--- src/rtl/memctl_arb.sv ---
// Round-robin arbiter sharing one 32-bit BRAM port between NPORTS halfword requesters.
// Latency: grant and BRAM strobes are combinational in the accept cycle; read data returns BRAM_LAT+1 cycles later.
// Backpressure: a requester holds req until gnt; one access per cycle, reads fully pipelined with no stalls.
module memctl_arb #(
    parameter int NPORTS   = 2,
    parameter int ADDR_W   = 16,
    parameter int BRAM_LAT = 1,
    parameter int SWAP     = 1
) (
    input  logic                     clk,
    input  logic                     rst,
    input  logic [NPORTS-1:0]        req,
    input  logic [NPORTS-1:0]        we,
    input  logic [NPORTS*ADDR_W-1:0] addr,
    input  logic [NPORTS*16-1:0]     wdata,
    input  logic [NPORTS*2-1:0]      be,
    output logic [NPORTS-1:0]        gnt,
    output logic [NPORTS-1:0]        rvalid,
    output logic [15:0]              rdata,
    output logic [31:0]              bram_addr,
    output logic [31:0]              bram_data_out,
    input  logic [31:0]              bram_data_in,
    output logic                     bram_en,
    output logic [3:0]               bram_we
);

    localparam int PW   = (NPORTS > 1) ? $clog2(NPORTS) : 1;
    localparam int LAST = BRAM_LAT - 1;

    // Byte swap within a halfword; the same swap is applied on write and read so it cancels end to end.
    function automatic logic [15:0] swap16(input logic [15:0] x);
        return (SWAP != 0) ? {x[7:0], x[15:8]} : x;
    endfunction

    logic [PW-1:0]       last_q;
    logic [PW-1:0]       sel;
    logic                acc;
    logic [ADDR_W-1:0]   sel_addr;
    logic [15:0]         sel_wdata;
    logic [1:0]          sel_be;
    logic                sel_we;
    logic [1:0]          lane_be;
    logic [15:0]         lane_data;

    logic [BRAM_LAT-1:0] tag_vld;
    logic [PW-1:0]       tag_port [BRAM_LAT];
    logic                tag_lane [BRAM_LAT];
    logic [NPORTS-1:0]   rvalid_q;
    logic [15:0]         rdata_q;

    // Round-robin search starting one past the last granted port; nothing is granted during reset.
    always_comb begin
        gnt = '0;
        sel = '0;
        acc = 1'b0;
        for (int i = 1; i <= NPORTS; i++) begin
            for (int j = 0; j < NPORTS; j++) begin
                if (!acc && !rst && req[j] && (j == (int'(last_q) + i) % NPORTS)) begin
                    acc    = 1'b1;
                    sel    = PW'(j);
                    gnt[j] = 1'b1;
                end
            end
        end
    end

    // Route the granted port's request fields onto the BRAM side.
    always_comb begin
        sel_addr  = '0;
        sel_wdata = '0;
        sel_be    = '0;
        sel_we    = 1'b0;
        for (int j = 0; j < NPORTS; j++) begin
            if (gnt[j]) begin
                sel_addr  = addr[j*ADDR_W +: ADDR_W];
                sel_wdata = wdata[j*16 +: 16];
                sel_be    = be[j*2 +: 2];
                sel_we    = we[j];
            end
        end
    end

    // addr[0]=0 targets the upper lane (bytes 3:2), addr[0]=1 the lower lane (bytes 1:0).
    assign lane_data     = swap16(sel_wdata);
    assign lane_be       = (SWAP != 0) ? {sel_be[0], sel_be[1]} : sel_be;
    assign bram_en       = acc;
    assign bram_addr     = 32'({sel_addr[ADDR_W-1:1], 2'b00});
    assign bram_data_out = sel_addr[0] ? {16'h0000, lane_data} : {lane_data, 16'h0000};
    assign bram_we       = (acc && sel_we) ? (sel_addr[0] ? {2'b00, lane_be} : {lane_be, 2'b00}) : 4'b0000;

    // Remember the last winner so the next search starts after it.
    always_ff @(posedge clk) begin
        if (rst)
            last_q <= PW'(NPORTS - 1);
        else if (acc)
            last_q <= sel;
    end

    // Tag pipeline tracks each read until its BRAM data arrives; reset discards reads in flight.
    always_ff @(posedge clk) begin
        if (rst) begin
            tag_vld <= '0;
        end else begin
            tag_vld[0] <= acc && !sel_we;
            for (int s = 1; s < BRAM_LAT; s++)
                tag_vld[s] <= tag_vld[s-1];
        end
        tag_port[0] <= sel;
        tag_lane[0] <= sel_addr[0];
        for (int s = 1; s < BRAM_LAT; s++) begin
            tag_port[s] <= tag_port[s-1];
            tag_lane[s] <= tag_lane[s-1];
        end
    end

    // Capture the tagged lane into rdata and pulse rvalid for its port; rdata holds otherwise.
    always_ff @(posedge clk) begin
        if (rst) begin
            rvalid_q <= '0;
            rdata_q  <= 16'h0000;
        end else begin
            rvalid_q <= '0;
            if (tag_vld[LAST]) begin
                for (int j = 0; j < NPORTS; j++)
                    if (tag_port[LAST] == PW'(j))
                        rvalid_q[j] <= 1'b1;
                rdata_q <= tag_lane[LAST] ? swap16(bram_data_in[15:0]) : swap16(bram_data_in[31:16]);
            end
        end
    end

    // Outputs read as idle for the whole time reset is held, including its first cycle.
    assign rvalid = rst ? '0 : rvalid_q;
    assign rdata  = rst ? 16'h0000 : rdata_q;

endmodule

--- config.mk ---
export PLATFORM = sky130hd
export DESIGN_NAME = memctl_arb
export DESIGN_NICKNAME = d
export VERILOG_FILES = /design/src/rtl/memctl_arb.sv
export SDC_FILE = /design/constraint.sdc
export NUM_CORES = 1
export LEC_CHECK = 0
export BUFFER_PORTS_ARGS = -buffer_cell sky130_fd_sc_hd__buf_2
export CAP_MARGIN = 20
export CORE_MARGIN = 2
export CORE_UTILIZATION = 26
export CTS_BUF_LIST = sky130_fd_sc_hd__clkbuf_4 sky130_fd_sc_hd__clkbuf_8
export CTS_CLUSTER_SIZE = 20
export DETAILED_ROUTE_END_ITERATION = 8
export PLACE_DENSITY = 0.71
export RECOVER_POWER = 50
export SETUP_SLACK_MARGIN = 0.05
export SYNTH_ARGS = -nofsm -noshare
export SYNTH_HDL_FRONTEND = slang
export SYNTH_SLANG_ARGS = --single-unit
--- constraint.sdc ---
create_clock -name clk -period 1.9 [get_ports clk]
set_input_delay 0.19 -clock clk [delete_from_list [all_inputs] [get_ports clk]]
set_output_delay 0.19 -clock clk [all_outputs]
set_load 0.02 [all_outputs]
==> results.txt <==
Number of buffers created by CTS: 3
Share of layout cells above drive strength 1: 54.48%
Gr usage total: 14.82%
Die height: 94.88 um
Initial Util: 26.53%
Vias in the first global route: 2,243
# DRC: 0
Die area: 9001 um2
Adder-Cell Fraction of Synth Area: 0%
CTS max path bufs: 2
Worst hold path startpoint: bram_data_in[23]
Crit path launch: last_q
PortBufs: 177
GRT overflow: 0
IO Count: 195
Final #Nets: 520
Register Area: 444.2 um2
Netlist cell types: 31
Drt pass-1 iters: 5
Most used DFF post-synth: dfxtp_1
Final hold violations: 0
Placement row count: 33
CTS Sinks: 22
Number of synthesized flops with an enable pin: 0
Post-synthesis mux area share: 7.459%
Combinational fraction of design power: 42.3%
Rel. slew slack: 45.13%
RSZ-0062 raised after global routing: true
Global-route wire length before repair: 10,540 um
Worst setup SP type: register
Leak pwr: 1.491 nW
Period utilization: 97.90%
Core area: 8093 um2
Commonest non-fill, non-tap cell in the layout: buf_2
Synth Area in Compound Gates: 29.84%
Peak VDD IR: 0.2303 mV
CP required: 1.71 ns
Crit path DAT: 1.67 ns
Sw Ratio: 35.83%
Area of the multi-input gates: 1465 um2
TritonCTS clock tree: done
P&R area growth vs syn: 51.22%
Synthesized area: 2147 um2
Worst r2r src: tag_lane[0]
Worst slew pin tran: 0.8231 ns
Fmax: 537.6 MHz
Clock slew seen by the registers of the worst setup and hold paths: 0.09 ns
Diode count: 0
Initial antenna violation count: 0
Filler instances: 860
Clock power frac: 26.8%
Pins Over Slew Limit: 0
Gpl congestion: 0.8833
Via density: 4.844
Worst-Skew Late Latency: 0.26 ns
Pint: 0.001075 W
CP Capture Type: output pin
Largest net degree at the start of global routing: 41
Post-synthesis register bit count: 22
Fin crit period: 1.860 ns
Mapped Cells: 256
P_sw: 0.0006004 W
Crit Path Category: register to output pin
Layout Skew: 0.002336 ns
Placed wire-length estimate: 5875 um
Post-Synth Simple-Gate Area: 20.98%
Crit-path max FO: 7
Largest family of logic cells by synthesized area: compound AO/OA/AOI/OAI gates
Die Wd: 94.88 um
XOR/XNOR Fraction of Synth Area: 0%
Total chip power: 0.001676 W
Commonest cells after routing, fill and taps aside: buf_2, buf_4, nand3_1, clkbuf_1, dfxtp_1
Clk Tree Root Cell: clkbuf_8
DRT Wirelength: 7820 um
Setup Viol. Count Final: 0
Type of the worst min-delay path: input port to register
Setup_tns: 0 ns
Vias: 2,509
Synth Area per Inst: 8.387 um2
Async SR Flop Fraction: 0%
Routed WL per cell: 15.10 um
CTS Hold Bufs: 0
Iter 0 DRT Violations: 60
Seq pwr share: 30.8%
Max cap viols: 0
Outcome: complete, no violations
Number of nets with antenna violations after routing: 0
# H-tree levels: 1
Power Density: 516.1 nW/um2
Ys Warns: 0
Sequential element share of the synthesized area: 20.51%
routing by layer:
| layer | track usage (%) | wire, um |
|---|---|---|
| met1 | 16.59 | 3018 |
| met2 | 29.26 | 4118 |
| met3 | 2.474 | 665 |
| met5 | 0 | 0 |
| met4 | 2.536 | 17 |
sequential cells by signal, indices dropped and copies added (netlist names):
name      flops
rdata_q      16
tag_port      1
tag_vld       1
tag_lane      1
last_q        1
rvalid_q      2
cells by family (layout without fill, tap and decap cells):
group / after synthesis / in the layout
compound gates: 72 / 72
other cells: 1 / 17
flops: 22 / 22
mux: 16 / 16
buf+inv: 62 / 202
simple gates: 83 / 84
power by group through the flow:
stage | Combinational, W | Sequential (W) | Clock (W)
2_1_floorplan | 0.000475 | 0.000519 | 0
3_3_place_gp | 0.000629 | 0.000526 | 0
3_5_place_dp | 0.000640 | 0.000527 | 0
4_1_cts | 0.000655 | 0.000518 | 0.000470
5_1_grt | 0.000768 | 0.000522 | 0.000480
6_report | 0.000709 | 0.000517 | 0.000450
layout make-up:
type / instances / area share, %
clock inverter: 1 / 0.9249
inverter: 1 / 0.1156
sequential: 22 / 13.68
tap: 105 / 4.046
timing repair buffer: 197 / 34.84
multi-input combinational: 189 / 45.13
clock buffer: 3 / 1.272
timing repair:
action	CTS	global route
pin swaps	2	21
endpoints found under the setup margin	51	45
setup buffers	1	2
cloned	0	2
gates resized for setup	11	63
critical path, cell delays in order (launching register included):
cell and delay (ns):
dfxtp_4 0.37, a21boi_4 0.16, buf_12 0.14, buf_6 0.13, nand3_1 0.12, a211oi_1 0.27, buf_2 0.21
Yosys cell counts, drive strengths merged, types with 4 or more instances:
cell type | n | area share (%)
a211oi | 36 | 13
a22o | 15 | 6.1
a22oi | 16 | 7.7
and2 | 4 | 1.3
buf | 53 | 19
clkbuf | 8 | 1.4
dfxtp | 22 | 21
mux2i | 16 | 7.5
nand3 | 36 | 9.1
nor2 | 19 | 3.3
nor2b | 19 | 5.9
through the flow:
step	util [%]	hold WS [ns]	worst slack [ns]	std cells	instance area, um2
after global routing	40.12	0.2582	0.006161	518	3247
after global placement	35.79	0.4268	0.2416	509	2897
after floorplan	-	0.3229	0.1695	272	2207
after detailed placement	35.79	0.4225	0.1698	509	2897
final	40.12	0.2545	0.03989	518	3247
after CTS	37.26	0.2377	0.03089	514	3015
final timing paths:
kind	cells past startpoint	end	slack, ns
min reg2reg	1	rvalid_q[0]	0.43
max	6	bram_data_out[10]	0.04
max reg2reg	3	rdata_q[0]	0.24
min	3	rdata_q[15]	0.25
(Power assumes the default switching activity.)
